==> src/rtl/vx_ram_pkg.sv <==
// Shared definitions for the single-port RAM controller: FSM state encodings
// and the read-credit rule that keeps the 2-entry response FIFO from overflowing.
package vx_ram_pkg;

  localparam logic [0:0] ST_INIT = 1'b0;
  localparam logic [0:0] ST_RUN  = 1'b1;

  // A read may issue if fewer than two responses are outstanding, or if one
  // leaves the FIFO in the same cycle.
  function automatic logic read_credit(input logic [1:0] fifo_count,
                                       input logic       pending,
                                       input logic       pop);
    logic [1:0] occ;
    occ = fifo_count + {1'b0, pending};
    return (occ < 2'd2) || pop;
  endfunction

endpackage

==> src/rtl/vx_rsp_fifo2.sv <==
// Two-entry first-word-fall-through FIFO for read responses; head_data is
// valid whenever empty is low. Storage is not reset, only pointers and count.
module vx_rsp_fifo2 #(
  parameter int WIDTH = 40
) (
  input  logic             clk,
  input  logic             reset,
  input  logic             push,
  input  logic             pop,
  input  logic [WIDTH-1:0] push_data,
  output logic [WIDTH-1:0] head_data,
  output logic             full,
  output logic             empty,
  output logic [1:0]       count
);

  logic [WIDTH-1:0] mem [2];
  logic             wr_ptr;
  logic             rd_ptr;
  logic             do_push;
  logic             do_pop;

  assign full      = (count == 2'd2);
  assign empty     = (count == 2'd0);
  assign do_pop    = pop & ~empty;
  assign do_push   = push & (~full | do_pop);
  assign head_data = mem[rd_ptr];

  always_ff @(posedge clk or posedge reset) begin
    if (reset) begin
      wr_ptr <= 1'b0;
      rd_ptr <= 1'b0;
      count  <= 2'd0;
    end else begin
      if (do_push) wr_ptr <= ~wr_ptr;
      if (do_pop)  rd_ptr <= ~rd_ptr;
      case ({do_push, do_pop})
        2'b10:   count <= count + 2'd1;
        2'b01:   count <= count - 2'd1;
        default: count <= count;
      endcase
    end
  end

  always_ff @(posedge clk) begin
    if (do_push) mem[wr_ptr] <= push_data;
  end

endmodule

==> src/rtl/vx_sp_ram_ctrl.sv <==
// Requester-side controller for a single-port RAM with 1-cycle registered read:
// post-reset clear sweep, in-order tagged read responses, credit-checked buffering.
module vx_sp_ram_ctrl
  import vx_ram_pkg::*;
#(
  parameter int                 DATAW       = 32,
  parameter int                 SIZE        = 256,
  parameter int                 WRENW       = 4,
  parameter int                 TAGW        = 8,
  parameter bit                 INIT_ENABLE = 1'b1,
  parameter logic [DATAW-1:0]   INIT_VALUE  = '0,
  parameter int                 ADDRW       = $clog2(SIZE)
) (
  input  logic             clk,
  input  logic             reset,
  input  logic             req_valid,
  input  logic             req_rw,
  input  logic [ADDRW-1:0] req_addr,
  input  logic [WRENW-1:0] req_wren,
  input  logic [DATAW-1:0] req_data,
  input  logic [TAGW-1:0]  req_tag,
  output logic             req_ready,
  output logic             rsp_valid,
  output logic [DATAW-1:0] rsp_data,
  output logic [TAGW-1:0]  rsp_tag,
  input  logic             rsp_ready,
  output logic             init_done,
  output logic             ram_reset,
  output logic             ram_read,
  output logic             ram_write,
  output logic [WRENW-1:0] ram_wren,
  output logic [ADDRW-1:0] ram_addr,
  output logic [DATAW-1:0] ram_wdata,
  input  logic [DATAW-1:0] ram_rdata
);

  typedef struct packed {
    logic [TAGW-1:0]  tag;
    logic [DATAW-1:0] data;
  } rsp_t;

  localparam logic [ADDRW-1:0] LAST_ADDR = ADDRW'(SIZE - 1);

  logic [0:0]       state;
  logic [ADDRW-1:0] init_cnt;
  logic             pending_p1;
  logic [TAGW-1:0]  tag_p1;
  rsp_t             push_rsp;
  rsp_t             head_rsp;
  logic [1:0]       fifo_count;
  logic             fifo_full;
  logic             fifo_empty;
  logic             running;
  logic             rsp_pop;
  logic             rd_ready;
  logic             fire;

  assign ram_reset = reset;
  // Gate on reset so nothing is accepted or issued while reset is held.
  assign running   = (state == ST_RUN) & ~reset;
  assign rsp_valid = ~fifo_empty;
  assign rsp_data  = head_rsp.data;
  assign rsp_tag   = head_rsp.tag;
  assign rsp_pop   = rsp_valid & rsp_ready;
  assign rd_ready  = running & read_credit(fifo_count, pending_p1, rsp_pop);
  assign req_ready = req_rw ? running : rd_ready;
  assign fire      = req_valid & req_ready;

  always_ff @(posedge clk or posedge reset) begin
    if (reset) begin
      state     <= INIT_ENABLE ? ST_INIT : ST_RUN;
      init_cnt  <= '0;
      init_done <= 1'b0;
    end else begin
      case (state)
        ST_INIT: begin
          init_cnt <= init_cnt + ADDRW'(1);
          if (init_cnt == LAST_ADDR) begin
            state     <= ST_RUN;
            init_done <= 1'b1;
          end
        end
        default: init_done <= 1'b1;
      endcase
    end
  end

  always_comb begin
    ram_read  = 1'b0;
    ram_write = 1'b0;
    ram_wren  = req_wren;
    ram_addr  = req_addr;
    ram_wdata = req_data;
    if (state == ST_INIT) begin
      ram_write = ~reset;
      ram_wren  = '1;
      ram_addr  = init_cnt;
      ram_wdata = INIT_VALUE;
    end else if (fire) begin
      ram_write = req_rw;
      ram_read  = ~req_rw;
    end
  end

  // Stage p0 -> p1: read issued to RAM, tag held until rdata is valid
  always_ff @(posedge clk or posedge reset) begin
    if (reset) pending_p1 <= 1'b0;
    else       pending_p1 <= fire & ~req_rw;
  end

  always_ff @(posedge clk) begin
    if (fire & ~req_rw) tag_p1 <= req_tag;
  end

  // Stage p1 -> p2: RAM data paired with its tag enters the response FIFO
  assign push_rsp.tag  = tag_p1;
  assign push_rsp.data = ram_rdata;

  vx_rsp_fifo2 #(
    .WIDTH (TAGW + DATAW)
  ) u_rsp_fifo (
    .clk       (clk),
    .reset     (reset),
    .push      (pending_p1),
    .pop       (rsp_pop),
    .push_data (push_rsp),
    .head_data (head_rsp),
    .full      (fifo_full),
    .empty     (fifo_empty),
    .count     (fifo_count)
  );

  no_overflow: assert property (@(posedge clk) disable iff (reset)
    !(fifo_full && pending_p1 && !rsp_pop));

endmodule

==> config.mk <==
export PLATFORM = sky130hd
export DESIGN_NAME = vx_sp_ram_ctrl
export DESIGN_NICKNAME = d
export VERILOG_FILES = /design/src/rtl/vx_ram_pkg.sv /design/src/rtl/vx_rsp_fifo2.sv /design/src/rtl/vx_sp_ram_ctrl.sv
export SDC_FILE = /design/constraint.sdc
export NUM_CORES = 1
export LEC_CHECK = 0
export BUFFER_PORTS_ARGS = -buffer_cell sky130_fd_sc_hd__buf_2
export CAP_MARGIN = 20
export CELL_PAD_IN_SITES_DETAIL_PLACEMENT = 0
export CELL_PAD_IN_SITES_GLOBAL_PLACEMENT = 1
export CORE_ASPECT_RATIO = 0.5
export CORE_MARGIN = 1
export CORE_UTILIZATION = 38
export DETAILED_ROUTE_END_ITERATION = 8
export PLACE_DENSITY = 0.9
export SYNTH_ARGS = -nofsm -noshare
export SYNTH_HDL_FRONTEND = slang
export SYNTH_SLANG_ARGS = --single-unit
==> constraint.sdc <==
create_clock -name clk -period 4.5 [get_ports clk]
set_clock_uncertainty 0.05 [all_clocks]
set_input_delay 0.225 -clock clk [delete_from_list [all_inputs] [get_ports clk]]
set_output_delay 0.225 -clock clk [all_outputs]
set_load 0.005 [all_outputs]
# Word-level counts from Yosys, hierarchy flattened
# Memory sizes are Yosys's and may differ from the RTL's.
# Index checks and enable logic that the tools add are counted.
[word_totals]
register_bits = 23
ram_bits = 80
inputBits = 89
out_inout_bits = 90
elab_cells = 51
mem_count = 1
[classes]
addsub = 4
order_cmp = 1
eq_ne = 4
muxes = 15
bitwise_logic = 14
n_reduce_logical = 4
[memory_table]
columns = ["name", "depth", "word_bits", "read_ports", "rd_ports_with_merged_regs", "write_ports", "line_no", "text"]
rows = [
  ["u_rsp_fifo.mem", 2, 40, 1, 0, 1, "vx_rsp_fifo2.sv:17", "logic [WIDTH-1:0] mem [2];"],
]
[op_table]
columns = ["op", "n"]
rows = [
  ["$mux W32", 1],
  ["$mux W1", 11],
  ["$add A8 B1 Y8 const B", 1],
  ["$eq A8 B8 Y1 const B", 1],
  ["$mux W8", 1],
  ["$and A1 B1 Y1", 7],
  ["$not A1 Y1", 6],
  ["$eq A2 B2 Y1 const B", 2],
  ["$mux W4", 1],
  ["$pmux W2 S2", 1],
  ["$reduce_bool A2 Y1", 2],
  ["$add A2 B1 Y2", 1],
  ["$add A2 B1 Y2 const B", 1],
  ["$eq A2 B1 Y1 const B", 1],
  ["$logic_not A2 Y1", 1],
  ["$lt A2 B2 Y1 const B", 1],
  ["$sub A2 B1 Y2 const B", 1],
  ["$logic_or A1 B1 Y1", 1],
  ["$or A1 B1 Y1", 1],
]

# Longest topological paths before layout
[logic_depth]
depth_word = 9
ltp_mapped = 4
depth_no_buf = 4

# Cells and area by module
# A second synthesis with hierarchy kept.
[unflattened]
hier_cells = 257
area_unflattened_um2 = 4229.1
[modules_own_cells]
columns = ["mod", "instances", "cells_per_inst", "area_per_inst_um2"]
rows = [
  ["vx_rsp_fifo2", 1, 150, 3101.7],
  ["vx_sp_ram_ctrl", 1, 107, 1127.3],
]

# Least setup slack after synthesis
# OpenSTA, ideal clock, no wires.
[synth_timing]
path_type = "register to register"
start = "reg u_rsp_fifo.count[1]"
end = "mem u_rsp_fifo.mem[0][0], enable pin"
t_arrival_ns = 2.301
t_required_ns = 4.013
path_slack_ns = 1.712
stages_incl_launch_ff = 4
period_less_slack_ns = 2.788
path_cell_list = "dfrtp_1 inv_2 o31ai_4 nor2_1"
[synth_via]
elab_chain_len = 8
elab_cells_between_ends = 10
classes_between = "eq/ne (1); mux (2); bitwise (6); reduce/logical (1)"
[synth_lines]
columns = ["item", "line_no", "text"]
rows = [
  ["start: declaration", "vx_rsp_fifo2.sv:14", "output logic [1:0] count"],
  ["start signal: assignment", "vx_rsp_fifo2.sv:38", "2'b10: count <= count + 2'd1;"],
  ["start signal: assignment", "vx_rsp_fifo2.sv:39", "2'b01: count <= count - 2'd1;"],
  ["start signal: assignment", "vx_rsp_fifo2.sv:40", "default: count <= count;"],
  ["$logic_not A2 Y1", "vx_rsp_fifo2.sv:24", "assign empty = (count == 2'd0);"],
  ["$not A1 Y1", "vx_rsp_fifo2.sv:25, vx_sp_ram_ctrl.sv:61", ""],
  ["$and A1 B1 Y1", "vx_sp_ram_ctrl.sv:64", "assign rsp_pop = rsp_valid & rsp_ready;"],
  ["$and A1 B1 Y1", "vx_rsp_fifo2.sv:25", "assign do_pop = pop & ~empty;"],
  ["$or A1 B1 Y1 (*)", "vx_rsp_fifo2.sv:26", "assign do_push = push & (~full | do_pop);"],
  ["$and A1 B1 Y1 (*)", "vx_rsp_fifo2.sv:26", ""],
  ["$mux W1 (*)", "vx_rsp_fifo2.sv:46", "if (do_push) mem[wr_ptr] <= push_data;"],
  ["$mux W1 (not written as such) (*)", "vx_rsp_fifo2.sv:46", ""],
  ["end: declaration", "vx_rsp_fifo2.sv:17", ""],
]
# Mark *: on every way between the ends. The rest lies on a longest branch, timed or not.

# Worst setup path after layout
[layout_timing]
start = "reg u_rsp_fifo.rd_ptr"
end = "out rsp_tag[2]"
[layout_via]
elab_chain_len = 1
[layout_lines]
columns = ["item", "line_no", "text"]
rows = [
  ["start: declaration", "vx_rsp_fifo2.sv:19", "logic rd_ptr;"],
  ["start signal: assignment", "vx_rsp_fifo2.sv:36", "if (do_pop) rd_ptr <= ~rd_ptr;"],
  ["$mem_v2 Z2 W40", "n/a", ""],
  ["end: declaration", "vx_sp_ram_ctrl.sv:25", "output logic [TAGW-1:0] rsp_tag,"],
]
# Every way passes these cells.

==> results.toml <==
[power]
switching_share_pct = 22.5
p_int_w = 0.00163
seq_power_share_pct = 53.0
combPwrFrac_pct = 14.6
leakagePower_nw = 2.31
p_clk_share_pct = 32.4
p_sw_w = 0.000472
ir_worst_vdd_mv = 0.206
power_density_nw_per_um2 = 377

[status]
outcome = "complete, no violations"

[setup_path]
rr_worst_depth = 3
end_kind = "output pin"
r2r_slack_ns = 2.89
cp.arrival_ns = 1.86
criticalPathCategory = "register to output pin"
timing.rr.end = "tag_p1[3]"
worstReg2RegStart = "pending_p1"
critPathLaunchType = "register"
required_ns = 4.22
path_max_fanout = 41

[clocking]
h-tree-depth = 3
cts_tree = "done"
clock_path_buffers = 2
cts-root-buf = "clkbuf_16"
clk_transition_reported_paths_ns = 0.06
cts_buffers = 9
ctsResizeCount = 0
cts_sinks = 103
clock_latency_ns = 0.32

[floorplanning]
num_io_pins = 179
die-area_um2 = 11700
die_h_um = 76.9
initial_utilization_pct = 40.4
core_area_um2 = 10500
die_x_um = 152
rows = 26

[sta]
tightestPinTransition_ns = 0.920
hold_viol_final = 0
rsz0062_at_grt = "no"
relSlewSlack_pct = 38.7
fin_tns_setup_ns = 0
setup_viol = 0
finalCritPeriodShare_pct = 47.5
min_period_ns = 2.14
fmax_ghz = 0.468
maxSlewViolCount = 0

[synth]
synth_edf_count = 88
syn_nets = 340
synth_seq_cells = 103
ys_seq_area_share_pct = 70.8
yosysTopAreaCellShare_pct = 62.0
synthTopCellsByArea = "edfxtp_1 (62%), mux2_2 (12%), dfrtp_1 (8.8%), and2_1 (4.7%), xnor2_1 (1.4%)"
synth_async_sr_flop_share_pct = 14.6
synth_ff_type = "edfxtp_1"
synth_cell_types = 35
syn_inst = 250
netlist_top_cells_count = "edfxtp_1 (88), mux2_2 (47), and2_1 (32)"
yosysWarnings = 0
synth.avg_cell_area_um2 = 17.0
syn_area_um2 = 4260
synth_most_common_cell = "edfxtp_1"
yosys.area.top_type = "edfxtp_1"

[global_routing]
grt_max_degree = 55
grt_usage_pct = 14.1
first_global_vias = 2584
grt_overflow = 0
grt_pass1_wl_um = 12400
antenna_found_initial = 0

[detailed_routing]
drt-initial-drc-count = 120
vias = 2599
wl_per_cell_um = 14.1
drc_errors = 0
wl_um = 8080
antenna_left = 0
viasPerCell = 4.52
dr.pass1.iters = 4

[place]
postPlaceCellArea_um2 = 5250
io_buffers = 178
dp_hpwl_um = 5750
dpl.cell_count = 556
gp_congestion = 0.734

[worst_hold_path]
min_path_cells = 1
worstHoldStart = "req_tag[4]"
min_path_type = "input pin to register"
hold_end = "tag_p1[4]"

[final_layout]
final_cell_area_um2 = 5570
drive_above_1_share_pct = 58.6
area_delta_synth_final_pct = 30.7
instances_no_fill = 575
antenna_cells = 0
fillers = 896
nets = 520

[flow_run]
drv_cap = 0
==> layout by cell type, fill, tap and decap left out, types with 2 or more instances in the layout <==
master,n
a21oi_1,4
and2_1,32
buf_12,2
buf_2,178
clkbuf_16,9
clkinv_2,4
clkinv_4,2
dfrtp_1,14
edfxtp_1,88
inv_1,3
mux2_1,2
mux2_2,47
nand2_1,3
nand2b_1,6
nand4b_1,2
nor2_1,3
nor2_4,2
o21a_1,2
or2_2,2
xnor2_1,7
xor2_1,3
==> cells by family (layout without fill, tap and decap cells) <==
group	Yosys count	after routing	synth area share [%]
muxes	49	49	12.9
buffers and inverters	17	202	2.67
xor gates and xnor gates	11	11	2.44
adders and majority gates	1	1	0.294
AOI/OAI and AO/OA	9	9	1.85
and+or+nand+nor	60	60	8.98
DFF	103	103	70.8
==> critical path, cell delays in order (launching register included) <==
cell	delay, ns
dfrtp_2	0.97
mux2_2	0.43
buf_2	0.13
==> metal layers <==
| metal | GRT usage [%] | vias up | share of wire [%] |
|---|---|---|---|
| li1 | - | 1272 | - |
| met1 | 14.7 | 1237 | 39 |
| met2 | 27.0 | 83 | 54 |
| met3 | 4.05 | 7 | 5.7 |
| met4 | 4.26 | 0 | 1.1 |
| met5 | 0 | - | 0 |
==> state kept, by name, indices dropped and copies added, names as in the netlist <==
name and count:
init_cnt 8, init_done 1, pending_p1 1, state 1, tag_p1 8, u_rsp_fifo.count 2
u_rsp_fifo.mem 80, u_rsp_fifo.rd_ptr 1, u_rsp_fifo.wr_ptr 1
==> worst max-delay path by stage <==
stage,start,to,slack [ns],cells past startpoint
final,u_rsp_fifo.rd_ptr,rsp_tag[2],2.36,2
after floorplan,u_rsp_fifo.count[1],u_rsp_fifo.mem[0][0],1.71,3
after global placement,pending_p1,u_rsp_fifo.mem[1][19],2.51,2
after CTS,u_rsp_fifo.rd_ptr,rsp_data[15],2.31,2
after detailed placement,pending_p1,u_rsp_fifo.mem[0][15],2.45,2
after global routing,u_rsp_fifo.rd_ptr,rsp_tag[2],2.23,2
==> power groups by stage <==
| stage | Sequential [W] | Combinational (W) | Clock (W) |
|---|---|---|---|
| after global placement | 0.00114 | 0.000311 | 0 |
| after CTS | 0.00112 | 0.000314 | 0.000696 |
| after global routing | 0.00112 | 0.000336 | 0.000736 |
| final | 0.00111 | 0.000307 | 0.000680 |
| after detailed placement | 0.00114 | 0.000312 | 0 |
| after floorplan | 0.00106 | 0.000265 | 0 |
==> stage by stage <==
step           utilization, %  hold WS, ns  worst slack [ns]  total power, W
2_1_floorplan               -       0.0848              1.71         0.00133
3_3_place_gp             49.8        0.314              2.51         0.00145
3_5_place_dp             49.8        0.322              2.45         0.00145
4_1_cts                  52.5      0.00984              2.31         0.00213
5_1_grt                  52.8      0.00420              2.23         0.00219
6_report                 52.8       0.0245              2.36         0.00210
==> timing repair <==
item	CTS	global route
hold buffers	1	0
hold endpoints to repair	15	0
setup buffers	0	0
==> cell type report <==
| class | count | area (um2) | area share, % |
|---|---|---|---|
| Tap cell | 140 | 175 | 3.15 |
| Sequential cell | 103 | 3020 | 54.2 |
| Clock buffer | 10 | 229 | 4.11 |
| Inverter | 4 | 15.0 | 0.270 |
| Clock inverter | 6 | 37.5 | 0.674 |
| Timing Repair Buffer | 182 | 948 | 17.0 |
| Multi-Input combinational cell | 130 | 1140 | 20.6 |
Note: power is estimated with default switching activity, not from simulation.
